==> src/rtl/rgb_ycbcr.sv <==
// RGB to YCbCr converter. Bytes arrive as R, G, B; each completed triple
// goes through two registered stages (weighted sums, then round/saturate)
// and is announced by a one-cycle out_valid pulse.
module rgb_ycbcr (
  input  logic        clk,
  input  logic        reset,
  input  logic        in_valid,
  input  logic        in_sop,
  input  logic [7:0]  in_data,
  output logic [15:0] Y,
  output logic [15:0] Cb,
  output logic [15:0] Cr,
  output logic        out_valid
);

  // Q2.14 coefficients.
  localparam logic signed [24:0] YR  = 25'sd4899;
  localparam logic signed [24:0] YG  = 25'sd9617;
  localparam logic signed [24:0] YB  = 25'sd1868;
  localparam logic signed [24:0] CbR = -25'sd2765;
  localparam logic signed [24:0] CbG = -25'sd5427;
  localparam logic signed [24:0] CbB = 25'sd8192;
  localparam logic signed [24:0] CrR = 25'sd8192;
  localparam logic signed [24:0] CrG = -25'sd6860;
  localparam logic signed [24:0] CrB = -25'sd1332;
  // 128.0 in Q2.14 scaling.
  localparam logic signed [24:0] ChromaOfs = 25'sd2097152;

  logic [1:0]         phase_q, phase_d;
  logic [7:0]         r_q, r_d;
  logic [7:0]         g_q, g_d;
  logic               s1_valid_q, s1_valid_d;
  logic signed [24:0] sum_y_q, sum_y_d;
  logic signed [24:0] sum_cb_q, sum_cb_d;
  logic signed [24:0] sum_cr_q, sum_cr_d;
  logic [15:0]        y_q, y_d;
  logic [15:0]        cb_q, cb_d;
  logic [15:0]        cr_q, cr_d;
  logic               out_valid_q, out_valid_d;

  logic signed [24:0] r_s, g_s, b_s;

  // (raw + 32) >> 6, clamped to the 16-bit unsigned output range.
  function automatic logic [15:0] round_sat(input logic signed [24:0] raw);
    logic signed [24:0] t;
    t = (raw + 25'sd32) >>> 6;
    if (t < 25'sd0) begin
      round_sat = 16'h0000;
    end else if (t > 25'sd65535) begin
      round_sat = 16'hFFFF;
    end else begin
      round_sat = t[15:0];
    end
  endfunction

  assign r_s = $signed({17'd0, r_q});
  assign g_s = $signed({17'd0, g_q});
  assign b_s = $signed({17'd0, in_data});

  // Byte capture, phase tracking and stage-1 sums on the edge that accepts B.
  always_comb begin
    phase_d    = phase_q;
    r_d        = r_q;
    g_d        = g_q;
    s1_valid_d = 1'b0;
    sum_y_d    = sum_y_q;
    sum_cb_d   = sum_cb_q;
    sum_cr_d   = sum_cr_q;
    if (in_valid) begin
      if (in_sop) begin
        // Start of pixel always resynchronises to R, dropping any partial triple.
        r_d     = in_data;
        phase_d = 2'd1;
      end else begin
        unique case (phase_q)
          2'd0: begin
            r_d     = in_data;
            phase_d = 2'd1;
          end
          2'd1: begin
            g_d     = in_data;
            phase_d = 2'd2;
          end
          2'd2: begin
            phase_d    = 2'd0;
            s1_valid_d = 1'b1;
            sum_y_d    = YR * r_s + YG * g_s + YB * b_s;
            sum_cb_d   = CbR * r_s + CbG * g_s + CbB * b_s + ChromaOfs;
            sum_cr_d   = CrR * r_s + CrG * g_s + CrB * b_s + ChromaOfs;
          end
          default: begin
            phase_d = 2'd0;
          end
        endcase
      end
    end
  end

  // Stage 2: round and saturate; outputs hold between pulses.
  always_comb begin
    out_valid_d = s1_valid_q;
    y_d         = y_q;
    cb_d        = cb_q;
    cr_d        = cr_q;
    if (s1_valid_q) begin
      y_d  = round_sat(sum_y_q);
      cb_d = round_sat(sum_cb_q);
      cr_d = round_sat(sum_cr_q);
    end
  end

  // State registers with synchronous active-low reset.
  always_ff @(posedge clk) begin
    if (!reset) begin
      phase_q     <= 2'd0;
      r_q         <= 8'd0;
      g_q         <= 8'd0;
      s1_valid_q  <= 1'b0;
      sum_y_q     <= '0;
      sum_cb_q    <= '0;
      sum_cr_q    <= '0;
      y_q         <= 16'h0000;
      cb_q        <= 16'h0000;
      cr_q        <= 16'h0000;
      out_valid_q <= 1'b0;
    end else begin
      phase_q     <= phase_d;
      r_q         <= r_d;
      g_q         <= g_d;
      s1_valid_q  <= s1_valid_d;
      sum_y_q     <= sum_y_d;
      sum_cb_q    <= sum_cb_d;
      sum_cr_q    <= sum_cr_d;
      y_q         <= y_d;
      cb_q        <= cb_d;
      cr_q        <= cr_d;
      out_valid_q <= out_valid_d;
    end
  end

  assign Y         = y_q;
  assign Cb        = cb_q;
  assign Cr        = cr_q;
  assign out_valid = out_valid_q;

endmodule

==> config.mk <==
export PLATFORM = sky130hd
export DESIGN_NAME = rgb_ycbcr
export DESIGN_NICKNAME = d
export VERILOG_FILES = /design/src/rtl/rgb_ycbcr.sv
export SDC_FILE = /design/constraint.sdc
export NUM_CORES = 1
export LEC_CHECK = 0
export CORE_ASPECT_RATIO = 0.7
export CORE_MARGIN = 5
export CORE_UTILIZATION = 33
export DETAILED_ROUTE_END_ITERATION = 16
export SYNTH_ARGS = -nofsm -noshare
export SYNTH_HDL_FRONTEND = slang
export SYNTH_SLANG_ARGS = --single-unit
==> constraint.sdc <==
create_clock -name clk -period 10.2 [get_ports clk]
set_clock_uncertainty 0.1 [all_clocks]
set_input_delay 2.55 -clock clk [delete_from_list [all_inputs] [get_ports clk]]
set_output_delay 2.55 -clock clk [all_outputs]
set_load 0.01 [all_outputs]
# Yosys cells after proc, flatten, opt, wreduce, memory -nomap -nowiden
# Index checks and enable logic that the tools add are counted.
[word_totals]
mem_bits_rw = 0
mem_bits_ro = 0
word_cells = 57
out_inout_bits = 49
mem_count = 0
latch_bits = 0
reg_bits = 143
in_bits = 12
[classes]
order_cmp = 6
mul = 7
n_div = 0
bitwise_logic = 3
shifts = 0
reduce_logical = 6
muxes = 11
n_addsub = 11
n_eq_ne = 2
[ops]
columns = ["cell", "n"]
rows = [
  ["16-bit two-way mux", 6],
  ["25-bit by 7-bit adder with 25-bit output (second input constant)", 3],
  ["19-bit by 17-bit greater-than comparator with 1-bit output (second input constant)", 3],
  ["19-bit by 1-bit less-than comparator with 1-bit output (second input constant)", 3],
  ["25-bit by 23-bit adder with 25-bit output (second input constant)", 2],
  ["22-bit by 23-bit adder with 24-bit output", 2],
  ["24-bit by 21-bit adder with 25-bit output", 1],
  ["24-bit by 22-bit adder with 25-bit output", 1],
  ["23-bit by 19-bit adder with 24-bit output", 1],
  ["21-bit by 22-bit adder with 23-bit output", 1],
  ["14-bit by 9-bit multiplier with 23-bit output (first input constant)", 1],
  ["13-bit by 9-bit multiplier with 22-bit output (first input constant)", 1],
  ["14-bit by 8-bit multiplier with 22-bit output (first input constant)", 1],
  ["12-bit by 9-bit multiplier with 21-bit output (first input constant)", 1],
  ["13-bit by 8-bit multiplier with 21-bit output (first input constant)", 1],
  ["10-bit by 9-bit multiplier with 19-bit output (first input constant)", 1],
  ["9-bit by 8-bit multiplier with 17-bit output (first input constant)", 1],
  ["8-bit two-way mux", 2],
  ["3-bit AND reduction", 2],
  ["2-bit one-hot mux with 2 select lines", 1],
  ["1-bit inverter", 3],
  ["3-bit OR reduction", 1],
  ["2-bit by 1-bit == test with 1-bit output (second input constant)", 1],
  ["2-bit == test (second input constant)", 1],
  ["5 further kinds", 5],
]

# Depth between registers and ports, before layout
# Gate-level depths: netlist of the first run.
[logic_depth]
ltp_word = 4
depth_mapped = 30
depth_no_buf = 30

# Least setup slack after synthesis of the first run
# OpenSTA, ideal clock, no wires.
[synth_path]
kind = "input to register"
from = "input port in_data[6]"
to = "register sum_y_q[22]"
arrival_time_ps = 9134
n_path_buf = 0
required_time_ps = 9978
stages = 29
path_slack_ps = 843
path_cell_list = "inv_1 > ha_1 > xor2_1 > ha_1 > a21oi_1 > fa_1 > inv_1 > fa_1 > ha_1 > nand2_1 > nand2_1 > a31o_2 > a21oi_1 > xnor2_1 > fa_1 > inv_1 > fa_1 > fa_1 > fa_1 > inv_1 > ha_1 > and3_1 > and3_1 > a22o_1 > a21oi_2 > a211oi_1 > o31a_1 > mux2_1 > nand3b_1"
[synth_via]
elab_chain_cells = 2
[synth_lines]
columns = ["item", "line_no", "source"]
rows = [
  ["start: declaration", "9", "input logic [7:0] in_data,"],
  ["9-bit by 8-bit multiplier with 17-bit output", "87", "sum_y_d = YR * r_s + YG * g_s + YB * b_s;"],
  ["23-bit by 19-bit adder with 24-bit output", "87", ""],
  ["end signal: assignment", "131", "sum_y_q <= sum_y_d;"],
  ["end: declaration", "33", "logic signed [24:0] sum_y_q, sum_y_d;"],
]
# Every way passes these cells.
# A chain may end at the register's enable or synchronous reset.

# Worst setup path in the final report of the first run
[layout_path]
from = "input port in_data[2]"
to = "register sum_y_q[22]"
# The elaborated chain is that of the path after synthesis.

==> out/metrics.cfg, run 1 <==
[timing]
tightest_slew_ns = 1.24
fmax_mhz = 101
period_share_pct = 96.7
max_slew_margin_pct = 16.5
final-setup-viol-count = 0
layout_min_cycle_time_ns = 9.86
rsz0062_at_grt = no
hold_violations = 0
slew_violations = 0

[die]
dieArea_um2 = 66800
dieWidth_um = 307
coreArea_um2 = 61300
die_h_um = 218
io_pins = 61
initial_core_util_pct = 33.2
rows = 76

[finish]
fillers = 6093
antennaDiodeCount = 0
stdcell_area_um2 = 22800
drive_gt1_share_pct = 5.16
finalNetCount = 2947
area_growth_pct = 12.2

[critical_path]
startpoint_type = input pin
startpoint = in_data[2]
ff2ff_setup_slack_ns = 2.66
crit_fanout = 5
endpoint_kind = register
crit_arrival_ns = 10.09
crit_required_ns = 10.43
worstSetupPathType = in -> reg
r2r_start = g_q[7]$_SDFFE_PN0P_

[yosys]
synthArstFlopShare_pct = 0
synth-edff-count = 0
dominantRegCellSynth = dfxtp_1
seq_area_frac_synth_pct = 12.5
synth_xor_area_share_pct = 5.98
synthSimpleGateAreaFrac_pct = 10.3
synth.area.mux_share_pct = 0.350
syn_inst = 2202
synthDistinctLibCells = 75
synth-compound-area-share_pct = 10.7
synthAdderAreaFrac_pct = 50.3
syn_area_per_cell_um2 = 9.25
synthesis.nets = 2858
synth-seq-cells = 127
synth_area_um2 = 20400
ys_warn_count = 0
synth_top_family_by_area = adder cells

[clocking]
tritoncts = built
cts_max_level = 4
cts_resized = 0
insertion_delay_ns = 0.45
holdBufCountCts = 0
clk_pin_slew_ns = 0.07
post-cts-setup-buffers = 0
clk_path_buf_depth = 2
cts-root-buf = clkbuf_16
cts_buffers = 17
numClockSinks = 127

[placement]
port_buffers = 60
place_congestion = 0.937
dp_hpwl_mm = 48.6
placed_cell_area_um2 = 22300

[global_route]
grt_pass1_vias = 16200
grt_pass1_wl_mm = 91.7
grt_overflow = 0
grt_usage_pct = 17.6
grt_max_degree = 63
grt_antenna_before_repair = 0

[flow_run]
drv_cap = 0

[routing]
wire_per_inst_um = 18.4
wl_mm = 57.6
drt_first_pass_iters = 7
drc = 0
drtAntennaViolNets = 0
viasPerCell = 4.92
drt_iter0_drc = 958
vias = 15400

[status]
status = finished, final reports clean

[worst_hold_path]
holdCritPathClass = reg -> reg
hp-start = Y[0]$_SDFFE_PN0P_

[power]
p_leak_nw = 11.6
ir_drop_mv = 0.223
cellPowerDensity_nw_per_um2 = 227
total_power_mw = 5.20

-- registers in the layout, summed over array words and instances (netlist names) --
signal / flops
out_valid: 1
out_valid_d: 1
sum_cb_q: 20
r_q: 8
Cr: 16
phase_q: 2
g_q: 8
Y: 16
sum_y_q: 19
Cb: 16
sum_cr_q: 20
-- synth_stat cells, types with 29 or more instances --
master    count  area share (%)
ha_1        354              22
inv_1       497             9.2
nor2_1       84             1.5
a22o_1       32             1.4
clkbuf_1     34            0.63
a21oi_1     109             2.7
o21ai_0      29            0.71
nand3_1      48             1.2
xnor2_1      73             3.1
fa_1        290              29
xor2_1       66             2.8
nand2_1     155             2.9
dfxtp_1     127              12
-- kinds of logic (layout without fill, tap and decap cells) --
logic type | count (synthesis) | count (layout)
mux | 7 | 7
fa+ha+maj | 644 | 644
flops | 127 | 127
compound gates | 313 | 313
xor+xnor | 139 | 139
simple gates | 436 | 436
buf+inv | 536 | 638
-- metrics by stage --
step	worst slack [ns]	setup TNS [ns]	hold WS (ns)	utilization, %	cells
floorplan	0.843	0	0.344	-	2202
global placement	0.0107	0	0.366	36.3	3091
detailed placement	-0.0831	-0.113	0.368	36.3	3091
CTS	0.379	0	0.387	37.3	3123
global route	0.0537	0	0.401	37.3	3123
finish	0.340	0	0.381	37.3	3123
-- critical path, stage by stage --
cell             delay, ns
clkdlybuf4s50_1       0.68
buf_4                 0.30
ha_1                  0.29
inv_1                 0.08
fa_1                  0.44
fa_1                  0.58
inv_1                 0.05
ha_1                  0.32
a31o_2                0.25
a31o_2                0.25
a21oi_1               0.18
xnor2_1               0.18
fa_1                  0.45
inv_1                 0.09
fa_1                  0.43
fa_1                  0.42
fa_1                  0.52
inv_1                 0.04
ha_1                  0.31
and3_1                0.19
and3_1                0.19
a22o_1                0.22
a21oi_2               0.14
a211oi_1              0.11
o31a_1                0.33
mux2_1                0.31
nand3b_1              0.17
-- layout by cell type (no fill, tap or decap), types with 5 or more instances in the layout --
| cell | instances |
|---|---|
| inv_1 | 496 |
| ha_1 | 354 |
| fa_1 | 290 |
| nand2_1 | 155 |
| dfxtp_1 | 127 |
| a21oi_1 | 109 |
| nor2_1 | 83 |
| xnor2_1 | 73 |
| xor2_1 | 66 |
| clkdlybuf4s50_1 | 60 |
| nand3_1 | 48 |
| buf_4 | 48 |
| a22o_1 | 32 |
| o21ai_0 | 29 |
| o211ai_1 | 28 |
| nor3_1 | 25 |
| and3_1 | 22 |
| a21o_1 | 21 |
| nand4_1 | 18 |
| clkbuf_16 | 17 |
| and2_1 | 15 |
| or3_1 | 14 |
| a31oi_1 | 12 |
| a211oi_1 | 12 |
| or2_2 | 10 |
| nand2b_1 | 8 |
| o21bai_1 | 7 |
| a31o_2 | 7 |
| nor2b_1 | 7 |
| nand3b_1 | 7 |
| o31ai_1 | 7 |
| o21a_1 | 6 |
| mux2i_1 | 6 |
| nand4b_1 | 5 |
| inv_8 | 5 |
-- per-layer routing --
| metal | vias up | global-route usage, % | part of all wire (%) |
|---|---|---|---|
| met3 | 64 | 2.95 | 5.7 |
| met1 | 7635 | 26.4 | 50 |
| met5 | - | 0 | 0 |
| met4 | 0 | 4.14 | 2.1 |
| li1 | 7333 | - | - |
| met2 | 344 | 26.5 | 42 |
-- cell type report --
cell class              count  area (µm²)  share of cell area, %
multi-input cells        1539       15800                   69.3
clock buffers              17         425                   1.86
flip-flops and latches    127        2540                   11.1
well taps                 819        1020                   4.48
repair buffers            109         981                   4.29
inverters                 497        1870                   8.16
clock inverters            15         165                  0.723
-- where the power goes --
group | switching, mW | total (mW) | internal, mW
Sequential | 0.0123 | 0.516 | 0.504
Combinational | 2.32 | 4.05 | 1.73
Clock | 0.305 | 0.633 | 0.329
Total | 2.64 | 5.20 | 2.56
-- worst paths after layout --
check | cells after the start | endpoint
min reg2reg | 1 | Y[0]$_SDFFE_PN0P_
max | 27 | sum_y_q[22]$_SDFFE_PN0P_
max reg2reg | 24 | sum_cr_q[23]$_SDFFE_PN0P_
min | 1 | Y[0]$_SDFFE_PN0P_
Note: power is estimated with default switching activity, not from simulation.
==> run 2, diff against run 1 <==
Settings changed: RECOVER_POWER from default to 100.
==> out/metrics.cfg, run 2 (synthesis gave the netlist of run 1 again) <==
[status]
status = complete, but fails checks
violations = capacitance limit, slew limit

[clocking]
cts_resized = 0
post-cts-setup-buffers = 0
insertion_delay_ns = 0.45
tritoncts = built
holdBufCountCts = 0
clk_pin_slew_ns = 0.07
clk_path_buf_depth = 2
cts-root-buf = clkbuf_16
numClockSinks = 127
cts_buffers = 17
cts_max_level = 4

[placement]
port_buffers = 60
pre_cts_slack_ns = -0.0831
dp_hpwl_mm = 48.6
place_congestion = 0.937

[routing]
wire_per_inst_um = 18.4
wl_mm = 57.5
drc = 0
drtAntennaViolNets = 0
drt_iter0_drc = 1004
drt_first_pass_iters = 5
viasPerCell = 4.94
vias = 15400

[finish]
finalNetCount = 2947
area_growth_pct = 11.8
drive_gt1_share_pct = 4.64
layout_commonest_cell = inv_1
antennaDiodeCount = 0
final_cell_mix = inv_1, ha_1, fa_1
final_util_pct = 37.1
largest_registers = sum_cb_q (20), sum_cr_q (20), sum_y_q (19)

[timing]
max_slew_margin_pct = -99.0
hold_violations = 0
slew_violations = 81
fin_setup_tns_ns = 0
setup_ws_ns = 0.358
layout_min_cycle_time_ns = 9.84
tightest_slew_ns = 2.97
fin_hold_ws_ns = 0.375
rsz0062_at_grt = no
fmax_mhz = 102
period_share_pct = 96.5
final-setup-viol-count = 0

[critical_path]
crit_arrival_ns = 10.07
r2r_start = g_q[7]$_SDFFE_PN0P_
crit_fanout = 4
worstSetupPathType = in -> reg
r2r_cells = 24
startpoint_type = input pin
crit_required_ns = 10.43
r2r-end = sum_cr_q[23]$_SDFFE_PN0P_
endpoint_kind = register
ff2ff_setup_slack_ns = 2.36

[die]
die_h_um = 218
io_pins = 61
initial_core_util_pct = 33.2
rows = 76
coreArea_um2 = 61300
dieWidth_um = 307
dieArea_um2 = 66800

[global_route]
grt_pass1_wl_mm = 91.7
use_met2_pct = 26.5
grt_overflow = 0
use_met1_pct = 26.4
grt_usage_pct = 17.6
grt_max_degree = 63
use_met3_pct = 2.95
gr-max-usage-layer = met2
grt_pass1_vias = 16200
grt_antenna_before_repair = 0

[worst_hold_path]
holdCritPathClass = reg -> reg
hp-start = Y[0]$_SDFFE_PN0P_
hold_path_end = Y[0]$_SDFFE_PN0P_
min_path_cells = 1

[power]
p_int_mw = 2.50
combPwrFrac_pct = 77.5
cellPowerDensity_nw_per_um2 = 224
clkPwrFrac_pct = 12.4
p_leak_nw = 11.7
power_switching_mw = 2.59
power_frac_seq_pct = 10.1
ir_drop_mv = 0.206
netSwitchingFraction_pct = 50.8

[flow_run]
drv_cap = 2

==> run 2: cell count changes in the layout (fill, tap and decap cells not counted), moves of 3 or more <==
cell / previous run / this run
and2_1: 15 / 11
buf_4: 48 / 44
clkdlybuf4s50_1: 60 / 8
dlygate4sd3_1: 0 / 52
and2_0: 1 / 5
clkbuf_1: 0 / 3
==> run 2: layout make-up <==
cell class | instances | area (µm²)
timing repair buffer | 109 | 970
inverter | 497 | 1870
tap | 819 | 1020
multi-input combinational | 1539 | 15800
clock inverter | 15 | 165
sequential | 127 | 2540
clock buffer | 17 | 425
fill | 6107 | 38600
==> run 2: how the worst max path moves through the flow <==
stage	start	endpoint	slack, ns	cells after the start
after floorplan	in_data[6]	sum_y_q[22]$_SDFFE_PN0P_	0.84	29
final	in_data[6]	sum_y_q[22]$_SDFFE_PN0P_	0.36	27
after CTS	in_data[6]	sum_y_q[22]$_SDFFE_PN0P_	0.38	30
after global placement	in_data[2]	sum_y_q[22]$_SDFFE_PN0P_	0.01	26
after detailed placement	in_data[6]	sum_y_q[22]$_SDFFE_PN0P_	-0.08	30
after global routing	in_data[2]	sum_y_q[22]$_SDFFE_PN0P_	0.05	28
==> run 2: layer usage <==
layer	routed length (µm)	vias to the layer above
li1	-	7334
met1	28900	7644
met2	24200	379
met3	3290	65
met4	1190	0
met5	0	-
==> run 2: worst max-delay path: stages <==
cell and delay, ns:
clkdlybuf4s50_1 0.65, ha_1 0.32, ha_1 0.28, inv_1 0.05
fa_1 0.48, fa_1 0.58, inv_1 0.05, ha_1 0.32
a31o_2 0.25, a31o_2 0.25, a21oi_1 0.18, xnor2_1 0.18
fa_1 0.45, inv_1 0.09, fa_1 0.43, fa_1 0.42
fa_1 0.52, inv_1 0.04, ha_1 0.31, and3_1 0.19
and3_1 0.19, a22o_1 0.22, a21oi_2 0.13, a211oi_1 0.11
o31a_1 0.33, mux2_1 0.31, nand3b_1 0.17
==> run 2: power groups by stage <==
stage | Combinational, mW | Sequential, mW | Clock, mW
global placement | 3.94 | 0.527 | 0
finish | 3.94 | 0.516 | 0.632
global route | 4.51 | 0.517 | 0.669
floorplan | 3.03 | 0.529 | 0
detailed placement | 4.05 | 0.528 | 0
CTS | 4.07 | 0.516 | 0.647
==> run 2: metrics by stage <==
stage                     cell area [µm²]  power, mW  cells
after global routing                22800       5.69   3123
after CTS                           22800       5.24   3123
after floorplan                     20400       3.56   2202
final                               22800       5.09   3123
after global placement              22300       4.46   3091
after detailed placement            22300       4.58   3091
